--- src/rtl/aes_serial_master_if.sv ---
// Request/response handshake plus serial link between the AES front-end and its bit-serial cores.
// The master modport is the front-end; the slave modport is the client and core side.
interface aes_serial_master_if #(
    parameter int KEY_BITS = 128
);
    logic                in_valid;
    logic                in_ready;
    logic [127:0]        in_data;
    logic [KEY_BITS-1:0] in_key;
    logic                in_mode;
    logic                out_valid;
    logic                out_ready;
    logic [127:0]        out_data;
    logic                mosi;
    logic                miso;
    logic                cs_enc_n;
    logic                cs_dec_n;

    modport master (
        input  in_valid, in_data, in_key, in_mode, out_ready, miso,
        output in_ready, out_valid, out_data, mosi, cs_enc_n, cs_dec_n
    );

    modport slave (
        output in_valid, in_data, in_key, in_mode, out_ready, miso,
        input  in_ready, out_valid, out_data, mosi, cs_enc_n, cs_dec_n
    );
endinterface

--- src/rtl/aes_serial_master.sv ---
// Serial front-end for the bit-serial AES cores. It shifts {key,data} out LSB first,
// waits for the core, then shifts the 128-bit result in and offers it on a valid/ready port.
module aes_serial_master #(
    parameter int KEY_BITS    = 128,
    parameter int WAIT_CYCLES = 48
) (
    input  logic                  clk,
    input  logic                  rst_n,
    aes_serial_master_if.master   ser_if,
    output logic                  busy
);
    localparam int N       = 128 + KEY_BITS;
    localparam int CNT_MAX = (N > WAIT_CYCLES) ? N : WAIT_CYCLES;
    localparam int CNT_W   = $clog2(CNT_MAX);

    localparam logic [CNT_W-1:0] SEND_LAST = CNT_W'(N - 1);
    localparam logic [CNT_W-1:0] WAIT_LAST = CNT_W'(WAIT_CYCLES - 1);
    localparam logic [CNT_W-1:0] RECV_LAST = CNT_W'(127);

    typedef enum logic [2:0] {
        S_IDLE,
        S_SEND,
        S_WAIT,
        S_RECV,
        S_DONE
    } state_t;

    state_t           state_q;
    logic [CNT_W-1:0] cnt_q;
    logic [CNT_W-1:0] cnt_d;
    logic [N-1:0]     shreg_q;
    logic [127:0]     out_data_q;
    logic             mosi_q;
    logic             cs_enc_q;
    logic             cs_dec_q;
    logic             in_ready_q;
    logic             out_valid_q;
    logic             busy_q;

    assign cnt_d = cnt_q + 1'b1;

    always_ff @(posedge clk) begin
        if (!rst_n) begin
            state_q     <= S_IDLE;
            cnt_q       <= '0;
            shreg_q     <= '0;
            out_data_q  <= '0;
            mosi_q      <= 1'b0;
            cs_enc_q    <= 1'b1;
            cs_dec_q    <= 1'b1;
            in_ready_q  <= 1'b1;
            out_valid_q <= 1'b0;
            busy_q      <= 1'b0;
        end else begin
            case (state_q)
                S_IDLE: begin
                    if (ser_if.in_valid) begin
                        // Frame bit 0 goes straight to mosi; the rest waits in the shifter.
                        state_q    <= S_SEND;
                        cnt_q      <= '0;
                        shreg_q    <= {1'b0, ser_if.in_key, ser_if.in_data[127:1]};
                        mosi_q     <= ser_if.in_data[0];
                        cs_enc_q   <= ser_if.in_mode;
                        cs_dec_q   <= ~ser_if.in_mode;
                        in_ready_q <= 1'b0;
                        busy_q     <= 1'b1;
                    end
                end
                S_SEND: begin
                    if (cnt_q == SEND_LAST) begin
                        state_q <= S_WAIT;
                        cnt_q   <= '0;
                        mosi_q  <= 1'b0;
                    end else begin
                        cnt_q   <= cnt_d;
                        mosi_q  <= shreg_q[0];
                        shreg_q <= {1'b0, shreg_q[N-1:1]};
                    end
                end
                S_WAIT: begin
                    if (cnt_q == WAIT_LAST) begin
                        state_q <= S_RECV;
                        cnt_q   <= '0;
                    end else begin
                        cnt_q <= cnt_d;
                    end
                end
                S_RECV: begin
                    // After 128 right-shifts the first sampled bit lands in out_data[0].
                    out_data_q <= {ser_if.miso, out_data_q[127:1]};
                    if (cnt_q == RECV_LAST) begin
                        state_q     <= S_DONE;
                        cnt_q       <= '0;
                        cs_enc_q    <= 1'b1;
                        cs_dec_q    <= 1'b1;
                        out_valid_q <= 1'b1;
                    end else begin
                        cnt_q <= cnt_d;
                    end
                end
                S_DONE: begin
                    if (ser_if.out_ready) begin
                        state_q     <= S_IDLE;
                        out_valid_q <= 1'b0;
                        in_ready_q  <= 1'b1;
                        busy_q      <= 1'b0;
                    end
                end
                default: state_q <= S_IDLE;
            endcase
        end
    end

    assign ser_if.in_ready  = in_ready_q;
    assign ser_if.out_valid = out_valid_q;
    assign ser_if.out_data  = out_data_q;
    assign ser_if.mosi      = mosi_q;
    assign ser_if.cs_enc_n  = cs_enc_q;
    assign ser_if.cs_dec_n  = cs_dec_q;
    assign busy             = busy_q;
endmodule

--- src/flat_wrapper.sv ---
// flat-port wrapper written by rule: the top's interface ports become plain ports
module aes_serial_master_flat 
#(
    parameter int KEY_BITS    = 128,
    parameter int WAIT_CYCLES = 48
)
  (clk, rst_n, busy, ser_if_in_valid, ser_if_in_data, ser_if_in_key, ser_if_in_mode, ser_if_out_ready, ser_if_miso, ser_if_in_ready, ser_if_out_valid, ser_if_out_data, ser_if_mosi, ser_if_cs_enc_n, ser_if_cs_dec_n);
  aes_serial_master_if #(.KEY_BITS(KEY_BITS)) ser_if_i ();
  input  logic clk;
  input  logic rst_n;
  output logic busy;
  input wire logic [$bits(ser_if_i.in_valid)-1:0] ser_if_in_valid;
  input wire logic [$bits(ser_if_i.in_data)-1:0] ser_if_in_data;
  input wire logic [$bits(ser_if_i.in_key)-1:0] ser_if_in_key;
  input wire logic [$bits(ser_if_i.in_mode)-1:0] ser_if_in_mode;
  input wire logic [$bits(ser_if_i.out_ready)-1:0] ser_if_out_ready;
  input wire logic [$bits(ser_if_i.miso)-1:0] ser_if_miso;
  output wire logic [$bits(ser_if_i.in_ready)-1:0] ser_if_in_ready;
  output wire logic [$bits(ser_if_i.out_valid)-1:0] ser_if_out_valid;
  output wire logic [$bits(ser_if_i.out_data)-1:0] ser_if_out_data;
  output wire logic [$bits(ser_if_i.mosi)-1:0] ser_if_mosi;
  output wire logic [$bits(ser_if_i.cs_enc_n)-1:0] ser_if_cs_enc_n;
  output wire logic [$bits(ser_if_i.cs_dec_n)-1:0] ser_if_cs_dec_n;
  assign ser_if_i.in_valid = ser_if_in_valid;
  assign ser_if_i.in_data = ser_if_in_data;
  assign ser_if_i.in_key = ser_if_in_key;
  assign ser_if_i.in_mode = ser_if_in_mode;
  assign ser_if_i.out_ready = ser_if_out_ready;
  assign ser_if_i.miso = ser_if_miso;
  assign ser_if_in_ready = ser_if_i.in_ready;
  assign ser_if_out_valid = ser_if_i.out_valid;
  assign ser_if_out_data = ser_if_i.out_data;
  assign ser_if_mosi = ser_if_i.mosi;
  assign ser_if_cs_enc_n = ser_if_i.cs_enc_n;
  assign ser_if_cs_dec_n = ser_if_i.cs_dec_n;
  aes_serial_master #(.KEY_BITS(KEY_BITS), .WAIT_CYCLES(WAIT_CYCLES)) u_core (.clk(clk), .rst_n(rst_n), .ser_if(ser_if_i), .busy(busy));
endmodule
--- config.mk ---
export PLATFORM = sky130hd
export DESIGN_NAME = aes_serial_master_flat
export DESIGN_NICKNAME = d
export VERILOG_FILES = /design/src/rtl/aes_serial_master_if.sv /design/src/rtl/aes_serial_master.sv /design/src/flat_wrapper.sv
export SDC_FILE = /design/constraint.sdc
export NUM_CORES = 1
export LEC_CHECK = 0
export ABC_AREA = 0
export CAP_MARGIN = 10
export CORE_MARGIN = 4
export CORE_UTILIZATION = 50
export CTS_CLUSTER_SIZE = 30
export DETAILED_ROUTE_END_ITERATION = 12
export PLACE_DENSITY = 0.82
export SLEW_MARGIN = 15
export SYNTH_ARGS = -nofsm -noshare
export SYNTH_HDL_FRONTEND = slang
export SYNTH_SLANG_ARGS = --single-unit
--- constraint.sdc ---
create_clock -name clk -period 2.26 [get_ports clk]
set_input_delay 0.226 -clock clk [delete_from_list [all_inputs] [get_ports clk]]
set_output_delay 0.226 -clock clk [all_outputs]
set_load 0.03 [all_outputs]
==> flow_metrics.py, run 1 <==
metrics = {
    "synth": {
        "syn_avg_cell_area_um2": 8.02,
        "ys_seq_elements": 400,
        "yosys.area_share.simple_pct": 26.5,
        "synth_cell_types": 41,
        "synth-compound-area-share_pct": 20.8,
        "syn_area_mm2": 0.0168,
        "netlist_top_cells_area": "dfxtp_1 48%, nand2_1 18%, o211a_1 15%",
        "synth_top_family_by_area": "simple AND/OR/NAND/NOR gates",
        "synth_top_area_share_pct": 47.8,
        "syn_nets": 2354,
        "synth-xor-area-share_pct": 0,
        "synth-edff-count": 0,
        "ys.flop_type": "dfxtp_1",
        "synthArstFlopShare_pct": 0,
        "ys_warn_count": 0,
        "syn_inst": 2091,
        "yosys.area_share.adder_pct": 0.0746,
        "ys_seq_area_share_pct": 47.8,
        "yosys.area.top_type": "dfxtp_1",
        "synth.area.mux_share_pct": 0.119,
    },
    "power": {
        "finalPower_mw": 22.0,
        "power_density_mw_per_mm2": 977,
        "ir_drop_v": 0.000506,
        "leakagePower_nw": 10.6,
    },
    "critical_path": {
        "crit_chain": "inv_1, or3_4, buf_12, nand2_1, nand3_1, o211a_1",
        "setup.worst_path.start_class": "flip-flop",
        "slowest_delay_ps": 550,
        "crit_type": "flip-flop to flip-flop",
        "critPathTopFamily": "simple AND/OR/NAND/NOR gates",
        "crit_buf_inv": 2,
        "path_max_fanout": 91,
        "critPathRequiredTime_ps": 2650,
        "crit_arrival_ps": 2470,
        "cp-end-kind": "flip-flop",
        "cp_slowest_cell": "or3_4",
    },
    "global_routing": {
        "grt_pass1_wl_mm": 71.2,
        "grt_use_total_pct": 23.1,
        "antenna_found_initial": 4,
        "grt_pass1_vias": 14423,
        "overflow": 0,
        "grt_max_degree": 130,
    },
    "timing": {
        "hold_violations": 0,
        "setup_viol_count_final": 0,
        "finalCritPeriodShare_pct": 91.7,
        "setup_tns_ps": 0,
        "rsz0062_at_grt": "no",
        "tightestPinTransition_ps": 580,
        "drv_slew": 0,
        "min_period_ps": 2070,
        "finClkSkew_ps": 14.8,
        "fmax_mhz": 483,
        "worst_slack_ps": 188,
        "relSlewSlack_pct": 61.4,
    },
    "clock_tree": {
        "postCtsSetupBuffers": 0,
        "clock-sinks": 400,
        "numCtsBuffers": 42,
        "clock_path_buffers": 3,
        "ctsResizeCount": 0,
        "postCtsHoldBufs": 0,
        "path_clk_slew_ps": 60,
        "h-tree-depth": 2,
        "cts_tree": "yes",
        "cts-root-buf": "clkbuf_16",
        "clkLatencyLatePin_ps": 520,
    },
    "routing": {
        "drt-total-wl_mm": 45.2,
        "drt_iter0_drc": 980,
        "num_vias": 15550,
        "drt-pass1-iter-count": 5,
        "avgViaCountPerCell": 5.46,
        "wl_per_cell_um": 15.9,
        "ant_nets": 0,
        "drcViolationCount": 0,
    },
    "place": {
        "place_hpwl_mm": 30.4,
        "dp_worst_setup_slack_ps": 226,
        "portBuffers": 395,
        "place_congestion": 0.834,
    },
    "floorplanning": {
        "die_w_um": 191,
        "die_area_mm2": 0.0365,
        "die-height_um": 191,
        "row_count": 66,
        "start_util_pct": 51.1,
        "io_pins": 396,
        "core_mm2": 0.0328,
    },
    "run": {
        "drv_cap": 0,
    },
    "run_status": {
        "status": "completed",
    },
    "finish": {
        "area_growth_pct": 34.1,
        "drive_gt1_share_pct": 4.45,
        "fillCellCount": 2519,
        "finalNetCount": 2634,
    },
    "hold_path": {
        "min_path_type": "input port to flip-flop",
    },
}
## logic make-up (layout without fill, tap and decap cells)
| logic type | count (synthesis) | count (layout) |
|---|---|---|
| AND/OR/NAND/NOR | 1080 | 1080 |
| AO/OA/AOI/OAI | 411 | 411 |
| flip-flops | 400 | 400 |
| buffers and inverters | 197 | 508 |
| multiplexers | 2 | 2 |
| adder cells (fa/ha/maj) | 1 | 1 |
| other | 0 | 4 |
## through the flow
stage | hold WS, ps | instances | area (µm²) | util (%)
detailed placement | 460 | 2769 | 21100 | 64.3
CTS | 204 | 2844 | 22500 | 68.6
finish | 231 | 2848 | 22500 | 68.6
global route | 238 | 2848 | 22500 | 68.6
global placement | 442 | 2769 | 21100 | 64.3
floorplan | 343 | 2091 | 16800 | -
## cell type report
cell class	instances	area [µm²]	share of cell area, %
inverters	4	15.0	0.0667
clock inverters	10	179	0.795
multi-input cells	1494	8000	35.6
repair buffers	429	4490	20.0
clock buffers	65	1240	5.51
diodes	4	10.0	0.0445
well taps	442	553	2.46
flip-flops and latches	400	8010	35.6
## cells in the final DEF, fill, tap and decap left out, drive strengths merged
cell type      synthesis  final
nor4                   1      1
and2                   2      2
clkinv                 0      4
mux2i                  2      2
or3                    2      2
nand3                262    262
o31ai                  1      1
a31oi                  4      4
nor2b                  3      3
a211o                  1      1
nand2                784    784
nor3b                  1      1
o21a                   2      2
diode                  0      4
clkdlybuf4s50          0    394
buf                   44     34
o41ai                  1      1
o21ai                  7      7
a211oi                 1      1
or2                    3      3
o2bb2ai                1      1
a21boi                40     40
and3                   3      3
a32oi                  1      1
a21oi                 95     95
ha                     1      1
nor2                  10     10
a22o                   1      1
nand2b                 3      3
inv                    4      5
or4                    2      2
clkbuf               149     66
a311oi                 1      1
nor3                   3      3
o311a                  1      1
dfxtp                400    400
nand4                  1      1
bufinv                 0      5
o211a                254    254
## flip-flops by register name, summed over array words and instances, names as in the netlist
signal / count
u_core.shreg_q: 255
u_core.ser_if.out_data: 128
u_core.cnt_q: 8
u_core.state_q: 3
u_core.busy: 1
u_core.ser_if.cs_dec_n: 1
u_core.ser_if.cs_enc_n: 1
u_core.ser_if.in_ready: 1
u_core.ser_if.mosi: 1
u_core.ser_if.out_valid: 1
## path summary, 6_finish.rpt
path | from | slack [ps] | depth (start not counted) | to
hold reg to reg | u_core.ser_if.out_data[42]$_SDFFE_PN0N_ | 460 | 2 | u_core.ser_if.out_data[41]$_SDFFE_PN0N_
hold / removal | rst_n | 230 | 2 | u_core.shreg_q[235]$_SDFFE_PN0P_
setup / recovery | u_core.state_q[0]$_SDFFE_PN0P_ | 190 | 6 | u_core.shreg_q[35]$_SDFFE_PN0P_
setup reg to reg | u_core.state_q[0]$_SDFFE_PN0P_ | 190 | 6 | u_core.shreg_q[35]$_SDFFE_PN0P_
## layer usage
| metal | global-route usage [%] | wire length, µm | vias up |
|---|---|---|---|
| met1 | 29.6 | 18700 | 7303 |
| met2 | 39.5 | 22300 | 478 |
| met5 | 0 | 0 | - |
| met3 | 3.87 | 2890 | 91 |
| met4 | 8.31 | 1330 | 0 |
| li1 | - | - | 7678 |
## report_power, final
group / internal (mW) / switching [mW] / total (mW)
clock network: 4.34 / 2.73 / 7.06
logic: 2.54 / 3.21 / 5.76
registers: 8.43 / 0.737 / 9.16
## Yosys cell counts, drive strengths merged, types with 2 or more instances
cell,n
o21a,2
nor2,10
nand2b,3
or4,2
or2,3
dfxtp,400
o211a,254
a21oi,95
or3,2
nand2,784
and3,3
o21ai,7
clkbuf,149
and2,2
nor2b,3
inv,4
mux2i,2
nand3,262
a21boi,40
a31oi,4
buf,44
nor3,3
No activity file was read; power rests on OpenSTA's default activity.
==> run 2: changes to the inputs <==
--- a/config.mk
+++ b/config.mk
@@ -7,11 +7,12 @@
 export LEC_CHECK = 0
 export ABC_AREA = 0
 export CAP_MARGIN = 10
-export CORE_MARGIN = 4
+export CORE_MARGIN = 2
 export CORE_UTILIZATION = 50
 export CTS_CLUSTER_SIZE = 30
 export DETAILED_ROUTE_END_ITERATION = 12
-export PLACE_DENSITY = 0.82
+export PLACE_DENSITY = 0.8
+export SKIP_LAST_GASP = 1
 export SLEW_MARGIN = 15
 export SYNTH_ARGS = -nofsm -noshare
 export SYNTH_HDL_FRONTEND = slang
==> run 2 against run 1 <==
Effect of this change: design area rose by 0.14%; power down 0.50%; combinational power down 0.7%; sequential share of layout area about the same; clock power shrank 1%; critical path depth is 1 higher; worst setup slack better by 17 ps; cell count grew 0.32%.
==> flow_metrics.py, run 2 (synthesis results as in run 1) <==
metrics = {
    "routing": {
        "ant_nets": 0,
        "top_layer": "met4",
        "route.met2.wl_mm": 20.6,
        "num_vias": 15576,
        "wl_met3_mm": 2.89,
        "drt-total-wl_mm": 43.6,
        "avgViaCountPerCell": 5.45,
        "drt_iter0_drc": 1045,
        "drt-met1-wl_mm": 18.4,
        "drcViolationCount": 0,
        "drt-pass1-iter-count": 6,
        "wl_per_cell_um": 15.3,
    },
    "critical_path": {
        "crit_type": "flip-flop to flip-flop",
        "path_max_fanout": 45,
        "crit_arrival_ps": 2470,
        "rr_worst_depth": 7,
        "setup.worst_path.start_class": "flip-flop",
        "critPathRequiredTime_ps": 2680,
        "cp-end-kind": "flip-flop",
    },
    "place": {
        "place_area_mm2": 0.0211,
        "place_hpwl_mm": 28.7,
        "place_congestion": 0.895,
        "portBuffers": 395,
        "post-place-cells": 2776,
    },
    "clock_tree": {
        "clock_path_buffers": 3,
        "numCtsBuffers": 43,
        "cts-root-buf": "clkbuf_16",
        "h-tree-depth": 2,
        "clock-sinks": 400,
        "postCtsSetupBuffers": 0,
        "ctsResizeCount": 0,
        "postCtsHoldBufs": 0,
        "path_clk_slew_ps": 60,
        "cts_tree": "yes",
        "clkLatencyLatePin_ps": 530,
    },
    "finish": {
        "final_core_util_pct": 67.7,
        "drive_gt1_share_pct": 4.82,
        "regMostFlops": "u_core.shreg_q",
        "finalNetCount": 2636,
        "area_growth_pct": 34.3,
        "layout_commonest_cell": "nand2_1",
        "largest_reg_flops": 255,
        "layout_common_cells": "783 x nand2_1, 400 x dfxtp_1, 394 x clkdlybuf4s50_1, 261 x nand3_1, 254 x o211a_1",
        "fin_cells": 2857,
        "final_area_mm2": 0.0225,
    },
    "timing": {
        "hold_violations": 0,
        "min_period_ps": 2060,
        "setup_tns_ps": 0,
        "tightestPinTransition_ps": 572,
        "setup_viol_count_final": 0,
        "drv_slew": 0,
        "finalCritPeriodShare_pct": 90.9,
        "finClkSkew_ps": 15.0,
        "fmax_mhz": 487,
        "relSlewSlack_pct": 61.8,
        "rsz0062_at_grt": "no",
        "fin_hold_ws_ps": 192,
    },
    "floorplanning": {
        "row_count": 67,
        "die_area_mm2": 0.0350,
        "die_w_um": 187,
        "start_util_pct": 50.4,
        "core_mm2": 0.0333,
        "die-height_um": 187,
        "io_pins": 396,
    },
    "global_routing": {
        "grt_pass1_vias": 14454,
        "grt_use_total_pct": 23.8,
        "grt_max_degree": 130,
        "overflow": 0,
        "grt_pass1_wl_mm": 70.5,
        "antenna_found_initial": 2,
    },
    "power": {
        "power_density_mw_per_mm2": 971,
        "ir_drop_v": 0.000680,
        "leakagePower_nw": 10.6,
    },
    "hold_path": {
        "hold_depth": 2,
        "min_path_type": "input port to flip-flop",
    },
    "run": {
        "drv_cap": 0,
    },
    "run_status": {
        "status": "completed",
    },
}
run 2: cell types whose count changed in the layout (fill, tap and decap cells not counted):
cell,before,now
clkbuf_8,9,15
buf_4,12,13
clkinvlp_4,0,3
clkbuf_1,14,10
clkbuf_16,43,45
diode_2,4,2
clkinv_2,4,6
inv_6,1,0
bufinv_16,5,1
run 2: final cells by class:
| cell class | count | area (µm²) |
|---|---|---|
| Antenna cell | 2 | 5.00 |
| Clock buffer | 69 | 1360 |
| Clock inverter | 10 | 82.6 |
| Fill cell | 2627 | 10800 |
| Inverter | 4 | 15.0 |
| Multi-Input combinational cell | 1494 | 8000 |
| Sequential cell | 400 | 8010 |
| Tap cell | 448 | 561 |
| Timing Repair Buffer | 430 | 4500 |
run 2: worst max-delay path: stages (launching register included):
cell and delay, ps:
dfxtp_1 530, nor3b_4 350, o31ai_4 160, nand2_4 130
buf_12 250, buf_12 230, nand3_1 120, o211a_1 140
run 2: path summary, 6_finish.rpt:
| check | startpoint | end | slack, ps |
|---|---|---|---|
| worst max-delay path | u_core.state_q[0]$_SDFFE_PN0P_ | u_core.shreg_q[160]$_SDFFE_PN0P_ | 200 |
| worst min-delay path | rst_n | u_core.ser_if.cs_enc_n$_SDFFE_PN1P_ | 190 |
| worst max register to register | u_core.state_q[0]$_SDFFE_PN0P_ | u_core.shreg_q[160]$_SDFFE_PN0P_ | 200 |
| worst min register to register | u_core.ser_if.out_data[55]$_SDFFE_PN0N_ | u_core.ser_if.out_data[54]$_SDFFE_PN0N_ | 460 |
run 2: metal layers:
metal  vias up  track usage (%)
met4         0             10.1
met3       100             4.47
met5         -                0
met2       471             39.4
li1       7686                -
met1      7319             30.4
run 2: power breakdown:
| group | leakage (nW) | internal, mW | switching, mW |
|---|---|---|---|
| combinational | 6.57 | 2.52 | 3.21 |
| sequential | 3.29 | 8.43 | 0.734 |
| clock | 0.705 | 4.22 | 2.77 |
| total | 10.6 | 15.2 | 6.71 |
run 2: through the flow:
stage,setup WS (ps),power [mW]
2_1_floorplan,361,13.2
3_3_place_gp,278,14.7
3_5_place_dp,235,15.0
4_1_cts,192,22.0
5_1_grt,65.1,23.1
6_report,205,21.9
==> run 3: changes to the inputs <==
--- a/config.mk
+++ b/config.mk
@@ -8,10 +8,11 @@
 export ABC_AREA = 0
 export CAP_MARGIN = 10
 export CORE_MARGIN = 2
-export CORE_UTILIZATION = 50
+export CORE_UTILIZATION = 45
 export CTS_CLUSTER_SIZE = 30
 export DETAILED_ROUTE_END_ITERATION = 12
-export PLACE_DENSITY = 0.8
+export GPL_TIMING_DRIVEN = 0
+export PLACE_DENSITY = 0.76
 export SKIP_LAST_GASP = 1
 export SLEW_MARGIN = 15
 export SYNTH_ARGS = -nofsm -noshare
==> constraint.sdc (replaced) <==
create_clock -name clk -period 1.75 [get_ports clk]
set_input_delay 0.175 -clock clk [delete_from_list [all_inputs] [get_ports clk]]
set_output_delay 0.175 -clock clk [all_outputs]
set_load 0.03 [all_outputs]
==> run 3 against run 2 <==
Effect of this change: the flow now finishes with violations (setup timing); die area rose by 11%; sequential share of layout area fell by 1.5 points; clock power rose by 33%; routed wire length rose by 13%; first-iteration DRC count fell by 15%; flip-flop and latch count did not move; largest cell class is now multi-input combinational cells; clock skew rose by 4.4 ps; cell count rose by 6.8%; via count rose by 5.1%; sequential power rose by 29%; fmax rose by 9.2%; largest power group unchanged; power rose by 37%.
==> flow_metrics.py, run 3 (synthesis results as in run 1) <==
metrics = {
    "power": {
        "power_density_mw_per_mm2": 1270,
        "ir_drop_v": 0.000818,
        "p_sw_share_pct": 31.1,
        "seqPwrFrac_pct": 39.4,
        "leakagePower_nw": 11.2,
        "p_sw_mw": 9.32,
        "combPwrFrac_pct": 29.5,
        "power_frac_clock_pct": 31.1,
        "p_int_mw": 20.6,
    },
    "timing": {
        "relSlewSlack_pct": 52.8,
        "setup_tns_ps": -24930,
        "drv_slew": 0,
        "min_period_ps": 1880,
        "finalCritPeriodShare_pct": 108,
        "fmax_mhz": 531,
        "hold_violations": 0,
        "worst_slack_ps": -132,
        "setup_viol_count_final": 378,
        "rsz0062_at_grt": "yes",
        "tightestPinTransition_ps": 708,
        "finClkSkew_ps": 19.4,
    },
    "critical_path": {
        "crit_buf_inv": 3,
        "cpMostUsedCell": "buf_12",
        "critPathTopFamily": "compound AO/OA/AOI/OAI gates",
        "crit_type": "flip-flop to flip-flop",
        "cp_slowest_cell": "dfxtp_4",
        "crit_chain": "ha_4, nand3_4, o31ai_4, nand2_4, buf_12, buf_12, buf_8, o211a_1",
        "setup.worst_path.start_class": "flip-flop",
        "cp-end-kind": "flip-flop",
        "critPathRequiredTime_ps": 2180,
        "path_max_fanout": 10,
        "slowest_delay_ps": 360,
        "crit_arrival_ps": 2320,
    },
    "routing": {
        "drt_iter0_drc": 893,
        "drt-total-wl_mm": 49.2,
        "avgViaCountPerCell": 5.37,
        "drt-pass1-iter-count": 5,
        "ant_nets": 0,
        "wl_per_cell_um": 16.1,
        "num_vias": 16377,
        "drcViolationCount": 0,
    },
    "global_routing": {
        "grt_max_degree": 20,
        "overflow": 0,
        "grt_pass1_vias": 15624,
        "grt_use_total_pct": 24.3,
        "grt_pass1_wl_mm": 76.9,
        "antenna_found_initial": 5,
    },
    "run_status": {
        "status": "complete, but fails checks",
        "violations": "setup timing",
    },
    "finish": {
        "largest_reg_flops": 255,
        "drive_gt1_share_pct": 9.65,
        "register_area_mm2": 0.00802,
        "layout_commonest_cell": "nand2_1",
        "fillCellCount": 3078,
        "final_core_util_pct": 64.3,
        "finalNetCount": 2811,
        "multi_input_area_mm2": 0.00808,
        "area_growth_pct": 40.4,
        "layout_common_cells": "782 x nand2_1, 393 x clkdlybuf4s50_1, 391 x dfxtp_1, 255 x nand3_1, 254 x o211a_1",
        "fin_cells": 3051,
        "regMostFlops": "u_core.shreg_q",
    },
    "place": {
        "dp_worst_setup_slack_ps": -632,
        "portBuffers": 394,
        "place_congestion": 0.848,
        "place_hpwl_mm": 35.2,
        "post-place-cells": 2953,
    },
    "clock_tree": {
        "numCtsBuffers": 43,
        "clock-sinks": 400,
        "cts_tree": "yes",
        "h-tree-depth": 2,
        "path_clk_slew_ps": 60,
        "cts-root-buf": "clkbuf_16",
        "postCtsHoldBufs": 0,
        "clkLatencyLatePin_ps": 560,
        "clock_path_buffers": 3,
    },
    "floorplanning": {
        "start_util_pct": 45.8,
        "io_pins": 396,
        "core_mm2": 0.0366,
        "die_w_um": 197,
        "die_area_mm2": 0.0388,
        "die-height_um": 197,
        "row_count": 70,
    },
    "hold_path": {
        "min_path_type": "input port to flip-flop",
    },
    "run": {
        "drv_cap": 0,
    },
}
[run 3: cell types whose count changed in the layout (fill, tap and decap cells not counted), sizes merged]
cell	previous run	this run
clkbuf	70	206
buf	35	72
bufinv	1	5
clkinv	6	4
clkinvlp	3	1
clkdlybuf4s50	394	393
dlygate4sd2	0	1
inv	4	5
[run 3: tightest hold or removal path, cell delays in order]
cell and delay, ps:
clkbuf_1 270, nand2b_1 160, a311oi_1 50
[run 3: final timing paths]
kind              cells after the start                                   end                                 start  slack (ps)
hold reg to reg                       2  u_core.ser_if.out_valid$_SDFFE_PN0P_  u_core.ser_if.out_valid$_SDFFE_PN0P_         450
setup / recovery                      8       u_core.shreg_q[67]$_SDFFE_PN0P_          u_core.cnt_q[0]$_SDFFE_PN0P_        -130
setup reg to reg                      8       u_core.shreg_q[67]$_SDFFE_PN0P_          u_core.cnt_q[0]$_SDFFE_PN0P_        -130
hold / removal                        3        u_core.state_q[1]$_SDFFE_PN0P_                                 rst_n         150
[run 3: stage by stage]
step / hold slack (ps) / power (mW) / cell area, µm²
floorplan: 292 / 17.2 / 16800
global placement: 450 / 19.3 / 21400
detailed placement: 459 / 19.7 / 21400
CTS: 152 / 30.0 / 23500
global route: 167 / 31.6 / 23500
finish: 146 / 30.0 / 23500
[run 3: power by group through the flow]
stage | Sequential (mW) | Clock [mW] | Combinational, mW
after detailed placement | 11.9 | 0 | 7.72
after CTS | 11.8 | 9.48 | 8.71
after global routing | 12.0 | 9.89 | 9.70
after floorplan | 11.8 | 0 | 5.46
after global placement | 11.8 | 0 | 7.47
final | 11.8 | 9.32 | 8.83
[run 3: cell type report]
cell class / count / share of cell area (%)
repair buffers: 416 / 17.6
diodes: 2 / 0.0213
clock inverters: 11 / 0.840
well taps: 468 / 2.49
multi-input cells: 1494 / 34.3
flip-flops and latches: 400 / 34.1
clock buffers: 67 / 5.30
inverters: 4 / 0.0638
plain buffers: 189 / 5.31
[run 3: layer usage]
layer / global-route usage (%) / routed length [µm]
met1: 29.4 / 20500
met2: 41.7 / 23600
met3: 5.58 / 3420
met4: 9.77 / 1610
met5: 0 / 38
[run 3: repair_timing]
item,4_1_cts,5_1_grt
endpoints found under the setup margin,520,525
cloned,2,2
gates resized for setup,180,69
pin swaps,9,4
setup buffers,16,3
